===== config.mk =====
export PLATFORM = sky130hd
export DESIGN_NAME = uart_cmd_master_flat
export DESIGN_NICKNAME = d
export VERILOG_FILES = /design/src/rtl/uart_cmd_master_if.sv /design/src/rtl/uart_cmd_master.sv /design/src/flat_wrapper.sv
export SDC_FILE = /design/constraint.sdc
export NUM_CORES = 1
export LEC_CHECK = 0
export CORE_MARGIN = 8
export CORE_UTILIZATION = 56
export CTS_CLUSTER_SIZE = 12
export DETAILED_ROUTE_END_ITERATION = 16
export PLACE_DENSITY = 0.86
export SLEW_MARGIN = 20
export SYNTH_ARGS = -nofsm -noshare
export SYNTH_HDL_FRONTEND = slang
export SYNTH_SLANG_ARGS = --single-unit

===== constraint.sdc =====
create_clock -name CLK -period 4.68 [get_ports CLK]
set_input_delay 0.702 -clock CLK [delete_from_list [all_inputs] [get_ports CLK]]
set_output_delay 0.702 -clock CLK [all_outputs]
set_load 0.01 [all_outputs]

===== src/rtl/uart_cmd_master_if.sv =====
// ---------------------------------------------------------------------------
// uart_cmd_master_if
//   Signal bundle between the command initiator and its surroundings: the
//   command request port, the byte stream toward a UART transmitter, the byte
//   strobe from a UART receiver, and the assembled response.
//
//   Handshake rules for every valid/ready pair in this bundle:
//     A transfer happens in a cycle where valid && ready are both high at the
//     rising clock edge. Once valid is raised, the source holds valid and its
//     data stable until that transfer. The sink may raise or drop ready freely.
//     RX_VALID, RSP_VALID and RSP_TIMEOUT are one-cycle strobes with no ready.
//
//   Modports:
//     master - the command initiator (drives CMD_READY, TX_*, RSP_*, BUSY)
//     slave  - the host/UART side (drives CMD_*, TX_READY, RX_*)
// ---------------------------------------------------------------------------
interface uart_cmd_master_if #(
  parameter int DATA_WIDTH = 8
);
  logic                    CMD_VALID;
  logic                    CMD_READY;
  logic [1:0]              CMD_TYPE;
  logic [DATA_WIDTH-1:0]   CMD_ADDR;
  logic [DATA_WIDTH-1:0]   CMD_OP_A;
  logic [DATA_WIDTH-1:0]   CMD_OP_B;
  logic [DATA_WIDTH-1:0]   CMD_FUNC;
  logic [DATA_WIDTH-1:0]   TX_DATA;
  logic                    TX_VALID;
  logic                    TX_READY;
  logic [DATA_WIDTH-1:0]   RX_DATA;
  logic                    RX_VALID;
  logic [2*DATA_WIDTH-1:0] RSP_DATA;
  logic                    RSP_VALID;
  logic                    RSP_TIMEOUT;
  logic                    BUSY;

  modport master (
    input  CMD_VALID, CMD_TYPE, CMD_ADDR, CMD_OP_A, CMD_OP_B, CMD_FUNC,
    input  TX_READY, RX_DATA, RX_VALID,
    output CMD_READY, TX_DATA, TX_VALID, RSP_DATA, RSP_VALID, RSP_TIMEOUT, BUSY
  );

  modport slave (
    output CMD_VALID, CMD_TYPE, CMD_ADDR, CMD_OP_A, CMD_OP_B, CMD_FUNC,
    output TX_READY, RX_DATA, RX_VALID,
    input  CMD_READY, TX_DATA, TX_VALID, RSP_DATA, RSP_VALID, RSP_TIMEOUT, BUSY
  );
endinterface


===== src/rtl/uart_cmd_master.sv =====
// ---------------------------------------------------------------------------
// uart_cmd_master
//   Host-side command initiator. Accepts one command, streams its frame bytes
//   to a UART TX, gathers 0/1/2 response bytes from a UART RX (LSB first),
//   and finishes with a one-cycle RSP_VALID, or RSP_TIMEOUT if the gap between
//   response bytes exceeds TIMEOUT cycles.
//
//   Ports:
//     CLK         - clock
//     RST         - asynchronous active-low reset
//     bus         - uart_cmd_master_if.master (command, TX, RX, response, BUSY)
//     o_dbg_state - current FSM state (0 IDLE, 1 SEND, 2 WAIT_RSP, 3 DONE, 4 ABORT)
//
//   Frames: 00 -> AA ADDR OP_A | 01 -> BB ADDR | 10 -> CC OP_A OP_B FUNC |
//           11 -> DD FUNC
// ---------------------------------------------------------------------------
module uart_cmd_master #(
  parameter int DATA_WIDTH = 8,
  parameter int TIMEOUT    = 4096,
  parameter int TO_W       = 13
) (
  input  logic                    CLK,
  input  logic                    RST,
  uart_cmd_master_if.master       bus,
  output logic [2:0]              o_dbg_state
);

  typedef enum logic [2:0] {
    S_IDLE  = 3'd0,
    S_SEND  = 3'd1,
    S_WAIT  = 3'd2,
    S_DONE  = 3'd3,
    S_ABORT = 3'd4
  } state_t;

  state_t                  r_state;
  state_t                  w_next;

  logic [1:0]              r_type;
  logic [DATA_WIDTH-1:0]   r_addr;
  logic [DATA_WIDTH-1:0]   r_op_a;
  logic [DATA_WIDTH-1:0]   r_op_b;
  logic [DATA_WIDTH-1:0]   r_func;
  logic [1:0]              r_idx;
  logic [2:0]              r_len;
  logic [1:0]              r_rsp_cnt;
  logic [1:0]              r_rx_cnt;
  logic [TO_W-1:0]         r_to_cnt;
  logic [2*DATA_WIDTH-1:0] r_rsp_data;

  logic                    w_accept;
  logic                    w_tx_fire;
  logic                    w_last_byte;
  logic                    w_rx_fire;
  logic                    w_rx_last;
  logic                    w_to_expire;
  logic [DATA_WIDTH-1:0]   w_frame_byte;

  assign w_accept    = bus.CMD_VALID && (r_state == S_IDLE);
  assign w_tx_fire   = (r_state == S_SEND) && bus.TX_READY;
  assign w_last_byte = ({1'b0, r_idx} == (r_len - 3'd1));
  assign w_rx_fire   = (r_state == S_WAIT) && bus.RX_VALID;
  assign w_rx_last   = (r_rx_cnt == (r_rsp_cnt - 2'd1));
  assign w_to_expire = (r_to_cnt == TO_W'(TIMEOUT - 1));

  // Frame byte selected by command type and byte index.
  always_comb begin
    w_frame_byte = '0;
    case (r_type)
      2'b00: case (r_idx)
               2'd0:    w_frame_byte = DATA_WIDTH'(8'hAA);
               2'd1:    w_frame_byte = r_addr;
               default: w_frame_byte = r_op_a;
             endcase
      2'b01: w_frame_byte = (r_idx == 2'd0) ? DATA_WIDTH'(8'hBB) : r_addr;
      2'b10: case (r_idx)
               2'd0:    w_frame_byte = DATA_WIDTH'(8'hCC);
               2'd1:    w_frame_byte = r_op_a;
               2'd2:    w_frame_byte = r_op_b;
               default: w_frame_byte = r_func;
             endcase
      default: w_frame_byte = (r_idx == 2'd0) ? DATA_WIDTH'(8'hDD) : r_func;
    endcase
  end

  // State register.
  always_ff @(posedge CLK or negedge RST) begin
    if (!RST) r_state <= S_IDLE;
    else      r_state <= w_next;
  end

  // Next-state logic. A byte arriving in the same cycle as timeout expiry wins.
  always_comb begin
    w_next = r_state;
    case (r_state)
      S_IDLE:  if (w_accept) w_next = S_SEND;
      S_SEND:  if (w_tx_fire && w_last_byte)
                 w_next = (r_rsp_cnt == 2'd0) ? S_DONE : S_WAIT;
      S_WAIT:  if (w_rx_fire) begin
                 if (w_rx_last) w_next = S_DONE;
               end else if (w_to_expire) begin
                 w_next = S_ABORT;
               end
      S_DONE:  w_next = S_IDLE;
      S_ABORT: w_next = S_IDLE;
      default: w_next = S_IDLE;
    endcase
  end

  // Outputs decoded from state, so reset forces them immediately.
  always_comb begin
    bus.CMD_READY   = (r_state == S_IDLE);
    bus.TX_VALID    = (r_state == S_SEND);
    bus.TX_DATA     = (r_state == S_SEND) ? w_frame_byte : '0;
    bus.RSP_VALID   = (r_state == S_DONE);
    bus.RSP_TIMEOUT = (r_state == S_ABORT);
    bus.BUSY        = (r_state != S_IDLE);
    bus.RSP_DATA    = r_rsp_data;
    o_dbg_state     = r_state;
  end

  // Command capture, byte index, response assembly and timeout counter.
  always_ff @(posedge CLK or negedge RST) begin
    if (!RST) begin
      r_type     <= '0;
      r_addr     <= '0;
      r_op_a     <= '0;
      r_op_b     <= '0;
      r_func     <= '0;
      r_idx      <= '0;
      r_len      <= '0;
      r_rsp_cnt  <= '0;
      r_rx_cnt   <= '0;
      r_to_cnt   <= '0;
      r_rsp_data <= '0;
    end else if (w_accept) begin
      r_type     <= bus.CMD_TYPE;
      r_addr     <= bus.CMD_ADDR;
      r_op_a     <= bus.CMD_OP_A;
      r_op_b     <= bus.CMD_OP_B;
      r_func     <= bus.CMD_FUNC;
      r_idx      <= '0;
      r_rx_cnt   <= '0;
      r_to_cnt   <= '0;
      r_rsp_data <= '0;
      case (bus.CMD_TYPE)
        2'b00:   begin r_len <= 3'd3; r_rsp_cnt <= 2'd0; end
        2'b01:   begin r_len <= 3'd2; r_rsp_cnt <= 2'd1; end
        2'b10:   begin r_len <= 3'd4; r_rsp_cnt <= 2'd2; end
        default: begin r_len <= 3'd2; r_rsp_cnt <= 2'd2; end
      endcase
    end else if (w_tx_fire) begin
      r_idx <= r_idx + 2'd1;
      if (w_last_byte) r_to_cnt <= '0;
    end else if (r_state == S_WAIT) begin
      if (bus.RX_VALID) begin
        if (r_rx_cnt == 2'd0) r_rsp_data[DATA_WIDTH-1:0]            <= bus.RX_DATA;
        else                  r_rsp_data[2*DATA_WIDTH-1:DATA_WIDTH] <= bus.RX_DATA;
        r_rx_cnt <= r_rx_cnt + 2'd1;
        r_to_cnt <= '0;
      end else begin
        r_to_cnt <= r_to_cnt + 1'b1;
      end
    end
  end

endmodule


===== src/flat_wrapper.sv =====
// flat-port wrapper written by rule: the top's interface ports become plain ports
module uart_cmd_master_flat 
#(
  parameter int DATA_WIDTH = 8,
  parameter int TIMEOUT    = 4096,
  parameter int TO_W       = 13
)
  (CLK, RST, o_dbg_state, bus_CMD_VALID, bus_CMD_TYPE, bus_CMD_ADDR, bus_CMD_OP_A, bus_CMD_OP_B, bus_CMD_FUNC, bus_TX_READY, bus_RX_DATA, bus_RX_VALID, bus_CMD_READY, bus_TX_DATA, bus_TX_VALID, bus_RSP_DATA, bus_RSP_VALID, bus_RSP_TIMEOUT, bus_BUSY);
  uart_cmd_master_if #(.DATA_WIDTH(DATA_WIDTH)) bus_i ();
  input  logic CLK;
  input  logic RST;
  output logic [2:0] o_dbg_state;
  input wire logic [$bits(bus_i.CMD_VALID)-1:0] bus_CMD_VALID;
  input wire logic [$bits(bus_i.CMD_TYPE)-1:0] bus_CMD_TYPE;
  input wire logic [$bits(bus_i.CMD_ADDR)-1:0] bus_CMD_ADDR;
  input wire logic [$bits(bus_i.CMD_OP_A)-1:0] bus_CMD_OP_A;
  input wire logic [$bits(bus_i.CMD_OP_B)-1:0] bus_CMD_OP_B;
  input wire logic [$bits(bus_i.CMD_FUNC)-1:0] bus_CMD_FUNC;
  input wire logic [$bits(bus_i.TX_READY)-1:0] bus_TX_READY;
  input wire logic [$bits(bus_i.RX_DATA)-1:0] bus_RX_DATA;
  input wire logic [$bits(bus_i.RX_VALID)-1:0] bus_RX_VALID;
  output wire logic [$bits(bus_i.CMD_READY)-1:0] bus_CMD_READY;
  output wire logic [$bits(bus_i.TX_DATA)-1:0] bus_TX_DATA;
  output wire logic [$bits(bus_i.TX_VALID)-1:0] bus_TX_VALID;
  output wire logic [$bits(bus_i.RSP_DATA)-1:0] bus_RSP_DATA;
  output wire logic [$bits(bus_i.RSP_VALID)-1:0] bus_RSP_VALID;
  output wire logic [$bits(bus_i.RSP_TIMEOUT)-1:0] bus_RSP_TIMEOUT;
  output wire logic [$bits(bus_i.BUSY)-1:0] bus_BUSY;
  assign bus_i.CMD_VALID = bus_CMD_VALID;
  assign bus_i.CMD_TYPE = bus_CMD_TYPE;
  assign bus_i.CMD_ADDR = bus_CMD_ADDR;
  assign bus_i.CMD_OP_A = bus_CMD_OP_A;
  assign bus_i.CMD_OP_B = bus_CMD_OP_B;
  assign bus_i.CMD_FUNC = bus_CMD_FUNC;
  assign bus_i.TX_READY = bus_TX_READY;
  assign bus_i.RX_DATA = bus_RX_DATA;
  assign bus_i.RX_VALID = bus_RX_VALID;
  assign bus_CMD_READY = bus_i.CMD_READY;
  assign bus_TX_DATA = bus_i.TX_DATA;
  assign bus_TX_VALID = bus_i.TX_VALID;
  assign bus_RSP_DATA = bus_i.RSP_DATA;
  assign bus_RSP_VALID = bus_i.RSP_VALID;
  assign bus_RSP_TIMEOUT = bus_i.RSP_TIMEOUT;
  assign bus_BUSY = bus_i.BUSY;
  uart_cmd_master #(.DATA_WIDTH(DATA_WIDTH), .TIMEOUT(TIMEOUT), .TO_W(TO_W)) u_core (.CLK(CLK), .RST(RST), .bus(bus_i), .o_dbg_state(o_dbg_state));
endmodule

# [After elaboration in Yosys (flattened, before gate mapping)]
# Index checks and enable logic that the tools add are counted.
[classes] addsub=5 n_eq_ne=20 mux=32 n_reduce_logical=21
[ops] cell="2-to-1 mux 13 bit" n=5
[ops] cell="2-to-1 mux 16 bit" n=4
[ops] cell="one-hot mux 8 bit (3 select lines)" n=2
[ops] cell="2-to-1 mux 8 bit" n=5
[ops] cell="one-hot mux 8 bit (2 select lines)" n=1
[ops] cell="2-to-1 mux 3 bit" n=5
[ops] cell="adder 13 x 1 -> 13 bit (second input constant)" n=1
[ops] cell="equality test 13 x 12 -> 1 bit (second input constant)" n=1
[ops] cell="2-to-1 mux 2 bit" n=6
[ops] cell="AND reduction 4 bit" n=3
[ops] cell="zero test 2 bit" n=5
[ops] cell="one-hot mux 3 bit (3 select lines)" n=1
[ops] cell="!= test 2 x 1 -> 1 bit (second input constant)" n=4
[ops] cell="nonzero test 2 bit" n=4
[ops] cell="equality test 2 x 1 -> 1 bit (second input constant)" n=3
[ops] cell="equality test 2 bit (second input constant)" n=3
[ops] cell="equality test 3 x 2 -> 1 bit (second input constant)" n=2
[ops] cell="one-hot mux 3 bit (2 select lines)" n=1
[ops] cell="nonzero test 3 bit" n=2
[ops] cell="adder 2 x 1 -> 2 bit (second input constant)" n=2
[ops] cell="logical AND 1 bit" n=4
[ops] cell="one-hot mux 2 bit (2 select lines)" n=1
[ops] cell="equality test 2 x 3 -> 1 bit" n=1
[ops] cell="equality test 3 x 1 -> 1 bit (second input constant)" n=1
[ops] cell="other kinds (11)" n=11
[word_totals] register_bits=75 inputBits=47

# [Longest topological paths before layout]
[logic_depth] ltp_word=6 depth_mapped=8 mapped_depth_nobuf=6

# [Worst setup path before layout]
# Ideal clock, no wire load.
[synth_path] path_type="reg-to-output" start="register u_core.r_idx[1]" end="output port bus_TX_DATA[3]" arrival_ns=1.797 path_slack_ns=2.181 stages_incl_launch_ff=8 n_path_buf=1 cell_sequence="dfrtp_1 -> inv_1 -> ha_1 -> buf_2 -> nor2_1 -> mux2_2 -> a2bb2oi_1 -> o221a_2"
[synth_via] elab_chain_cells=4 word_cells_on_any_way=9
[synth_lines] element="start: declaration" line="uart_cmd_master.sv:44" text="logic [1:0] r_idx;"
[synth_lines] element="start signal: assignment" line="uart_cmd_master.sv:153" text="r_idx <= r_idx + 2'd1;"
[synth_lines] element="equality test 2 bit (tied with other cells)" line="uart_cmd_master.sv:76" text="2'b10: case (r_idx)"
[synth_lines] element="one-hot mux 8 bit (3 select lines) (tied with other cells)" line="uart_cmd_master.sv:76"
[synth_lines] element="one-hot mux 8 bit (3 select lines) *" line="uart_cmd_master.sv:69" text="case (r_type)"
[synth_lines] element="2-to-1 mux 8 bit *" line="uart_cmd_master.sv:114" text="bus.TX_DATA = (r_state == S_SEND) ? w_frame_byte : '0;"
[synth_lines] element="end: declaration" line="flat_wrapper.sv:23" text="output wire logic [$bits(bus_i.TX_DATA)-1:0] bus_TX_DATA;"
# Every way passes the cells marked *; elsewhere a longest branch is shown, timed or not.

# [Worst setup path after layout]
[layout_path] start="register u_core.r_idx[1]" end="output port bus_TX_DATA[7]"
# Same word-level chain as after synthesis.

==> results by group <==
STA
  – Max-slew violation count: 0
  – Relative slew slack: 0.555
  – Setup violations, final: 0
  – Setup TNS: 0 ps
  – Minimum clock period: around 3600 ps
  – Fmax: approximately 0.27 GHz
  – RSZ-0062 raised after global routing: no
  – Clk_skew: 11.9 ps
  – Worst-Margin Slew: 668 ps
  – Final hold violations: 0
  – Period utilisation layout: 0.780

Finish
  – Fin nets: 559
  – Layout area overhead: 24.6%
  – FF+latch area: 1880 µm²
  – Fill count: 561
  – Layout cells sized above 1: 0.0806
  – Number of diodes: 0
  – Commonest non-fill, non-tap cell in the layout: nand2_1
  – Area of the multi-input gates: 1930 µm²
  – Commonest cells after routing, fill and taps aside: nand2_1, clkdlybuf4s50_1, dfrtp_1

Yosys
  – Post-synth top area share: 0.469
  – Synth Warn #: 0
  – Post-synth EDFFs: 0
  – Register area share after synthesis: 0.469
  – Cell taking the most area after synthesis: dfrtp_1
  – Ys async rst share: 1.00
  – Count of cell types in the netlist: 53
  – Mapped Area: 4000 µm²
  – Syn_nets: roughly 500
  – Ys flop type: dfrtp_1
  – Synth area leaders: dfrtp_1, nand2_1, mux2i_1
  – Mapped Cells: 440
  – Syn Area/Cell: around 9 µm²
  – Yosys reg bits: 75

Worst setup path
  – Startpoint types: register
  – Maximum fanout along the worst path: 17
  – Worst EP arrival: between 2000 and 3000 ps
  – Largest stage delay, worst path: 470 ps
  – R2r worst-path depth: 6
  – Endpoint class of the critical path: output pin
  – Req. time, crit path: 3980 ps
  – CP cell instances: inv_1, ha_1, nor2_1, mux2_2, a2bb2oi_1, o221a_2, clkdlybuf4s50_1
  – Slowest-stage cell, CP: clkdlybuf4s50_1
  – Worst setup path class: reg2out

Power
  – Total power after layout: just under 3 mW
  – Pwr Density: 590 nW/µm²
  – Peak VDD IR: 0.388 mV
  – Pleak: between 2 and 2.5 nW

Drt
  – Initial drt markers: 149
  – Final ANT Viol Nets: 0
  – Total wire length: approximately 9800 µm
  – Top Layer Used: met4
  – Metal3 WL: ~850 µm
  – Vias: 3478
  – Routed met2 length: around 4600 µm
  – DR pass1 iterations: 5
  – Detailed-route DRC error count: 0
  – Vias per cell: approximately 5.7
  – Sum of routed wire segments on met1: 4050 µm
  – Wire length per cell: 16.1 µm

Global routing
  – Grt ovf: 0
  – Largest net degree at the start of global routing: 60
  – GR Util All Layers: 0.203
  – Initial antenna violation count: 0
  – Vias in the first global route: 3480
  – First-pass GRT wire length: 16400 µm

Floorplan
  – Die ar.: 10100 µm²
  – Ports: between 70 and 80
  – Cell Rows: 31
  – Starting Density: 0.564
  – Die height: 101 µm
  – Core area: 7100 µm²
  – Die Wd: 101 µm

Clock tree
  – Clk buf depth: 2
  – Worst-path clk slew: 90 ps
  – Post-CTS setup buffer count: 0
  – H-tree depth: 3
  – Post-CTS sizing: 0
  – CTS hold repair buffers: 0
  – Clk_lat worst skew: 360 ps
  – Clock Sinks: 75
  – CTS root buffer: clkbuf_8
  – CTS buffer count: 9
  – CTS tree: yes

Placed design
  – Port Buffer Count: 78
  – DPL Wire Length: slightly below 7000 µm
  – GPL Wtd Cong: 0.922

Outcome
  – Status: finished, final reports clean

Min path
  – Hold Crit Class: in2async

Job
  – Max-cap viol count: 0
[synthesized netlist by cell type, drive strengths merged, types with 3 or more instances]
| cell type | count |
|---|---|
| nand2 | 127 |
| dfrtp | 75 |
| nand3 | 26 |
| nor2 | 21 |
| o21ai | 21 |
| a21oi | 20 |
| mux2i | 19 |
| buf | 15 |
| inv | 15 |
| clkbuf | 14 |
| nand3b | 12 |
| ha | 8 |
| a211oi | 6 |
| a22oi | 4 |
| xnor2 | 4 |
| a31oi | 3 |
| a32o | 3 |
| nand4 | 3 |
| o221a | 3 |
[flip-flops by register name, indices dropped and copies added, names as in the netlist]
signal	count
u_core.o_dbg_state	3
u_core.r_func	8
u_core.r_rsp_cnt	2
u_core.r_addr	8
u_core.r_idx	2
u_core.r_rx_cnt	2
u_core.r_len	3
u_core.r_type	2
u_core.bus.RSP_DATA	16
u_core.r_op_a	8
u_core.r_to_cnt	13
u_core.r_op_b	8
[final timing paths]
kind | end | from | slack (ps)
max | bus_TX_DATA[7] | u_core.r_idx[1]$_DFFE_PN0P_ | 1030
min | u_core.r_to_cnt[4]$_DFFE_PN0P_ | RST | 330
max reg2reg | u_core.r_to_cnt[11]$_DFFE_PN0P_ | u_core.r_len[0]$_DFFE_PN0P_ | 2350
min reg2reg | u_core.r_op_b[7]$_DFFE_PN0P_ | u_core.r_op_b[7]$_DFFE_PN0P_ | 490
max in group asynchronous | u_core.r_func[2]$_DFFE_PN0P_ | RST | 3500
min in group CLK | u_core.r_op_b[7]$_DFFE_PN0P_ | u_core.r_op_b[7]$_DFFE_PN0P_ | 490
[layout make-up]
| type | instances | share of cell area |
|---|---|---|
| Clock buffer | 9 | 0.0249 |
| Timing Repair Buffer | 82 | 0.162 |
| Multi-Input combinational cell | 321 | 0.387 |
| Inverter | 15 | 0.0113 |
| Clock inverter | 7 | 0.0133 |
| Tap cell | 99 | 0.0249 |
| Sequential cell | 75 | 0.377 |
[per-layer routing]
metal | vias up | track usage
met4 | 0 | 0.0895
met1 | 1653 | 0.248
met5 | - | 0
li1 | 1646 | -
met3 | 21 | 0.0649
met2 | 158 | 0.320
[through the flow]
step	util	instance area (µm²)	hold WS (ps)	setup WS, ps	instances
final	0.702	4980	329	1030	608
after global routing	0.702	4980	386	896	608
after CTS	0.701	4970	485	1040	608
after detailed placement	0.674	4780	468	1440	592
after global placement	0.674	4780	459	1550	592
after floorplan	-	4000	406	2180	440
[worst max-delay path, delay by kind of cell, from the launching register on]
family / cells / cell delay, ps
buffers and inverters: 2 / 550
AOI/OAI and AO/OA: 2 / 390
adders and majority gates: 1 / 370
muxes: 1 / 400
DFF: 1 / 430
and+or+nand+nor: 1 / 430
[cells by family (layout without fill, tap and decap cells)]
kind of cell               count (synthesis)  count (layout)  synth area share
xor gates and xnor gates                   6               6            0.0131
AOI/OAI and AO/OA                         76              76             0.130
and+or+nand+nor                          210             210             0.259
buffers and inverters                     44             113            0.0504
adders and majority gates                  8               8            0.0250
DFF                                       75              75             0.469
muxes                                     21              21            0.0532
[power by group]
part           switching [mW]  internal, mW
clock                   0.278         0.207
combinational           0.737         0.643
sequential              0.224         0.853
Note: power is estimated with default switching activity, not from simulation.
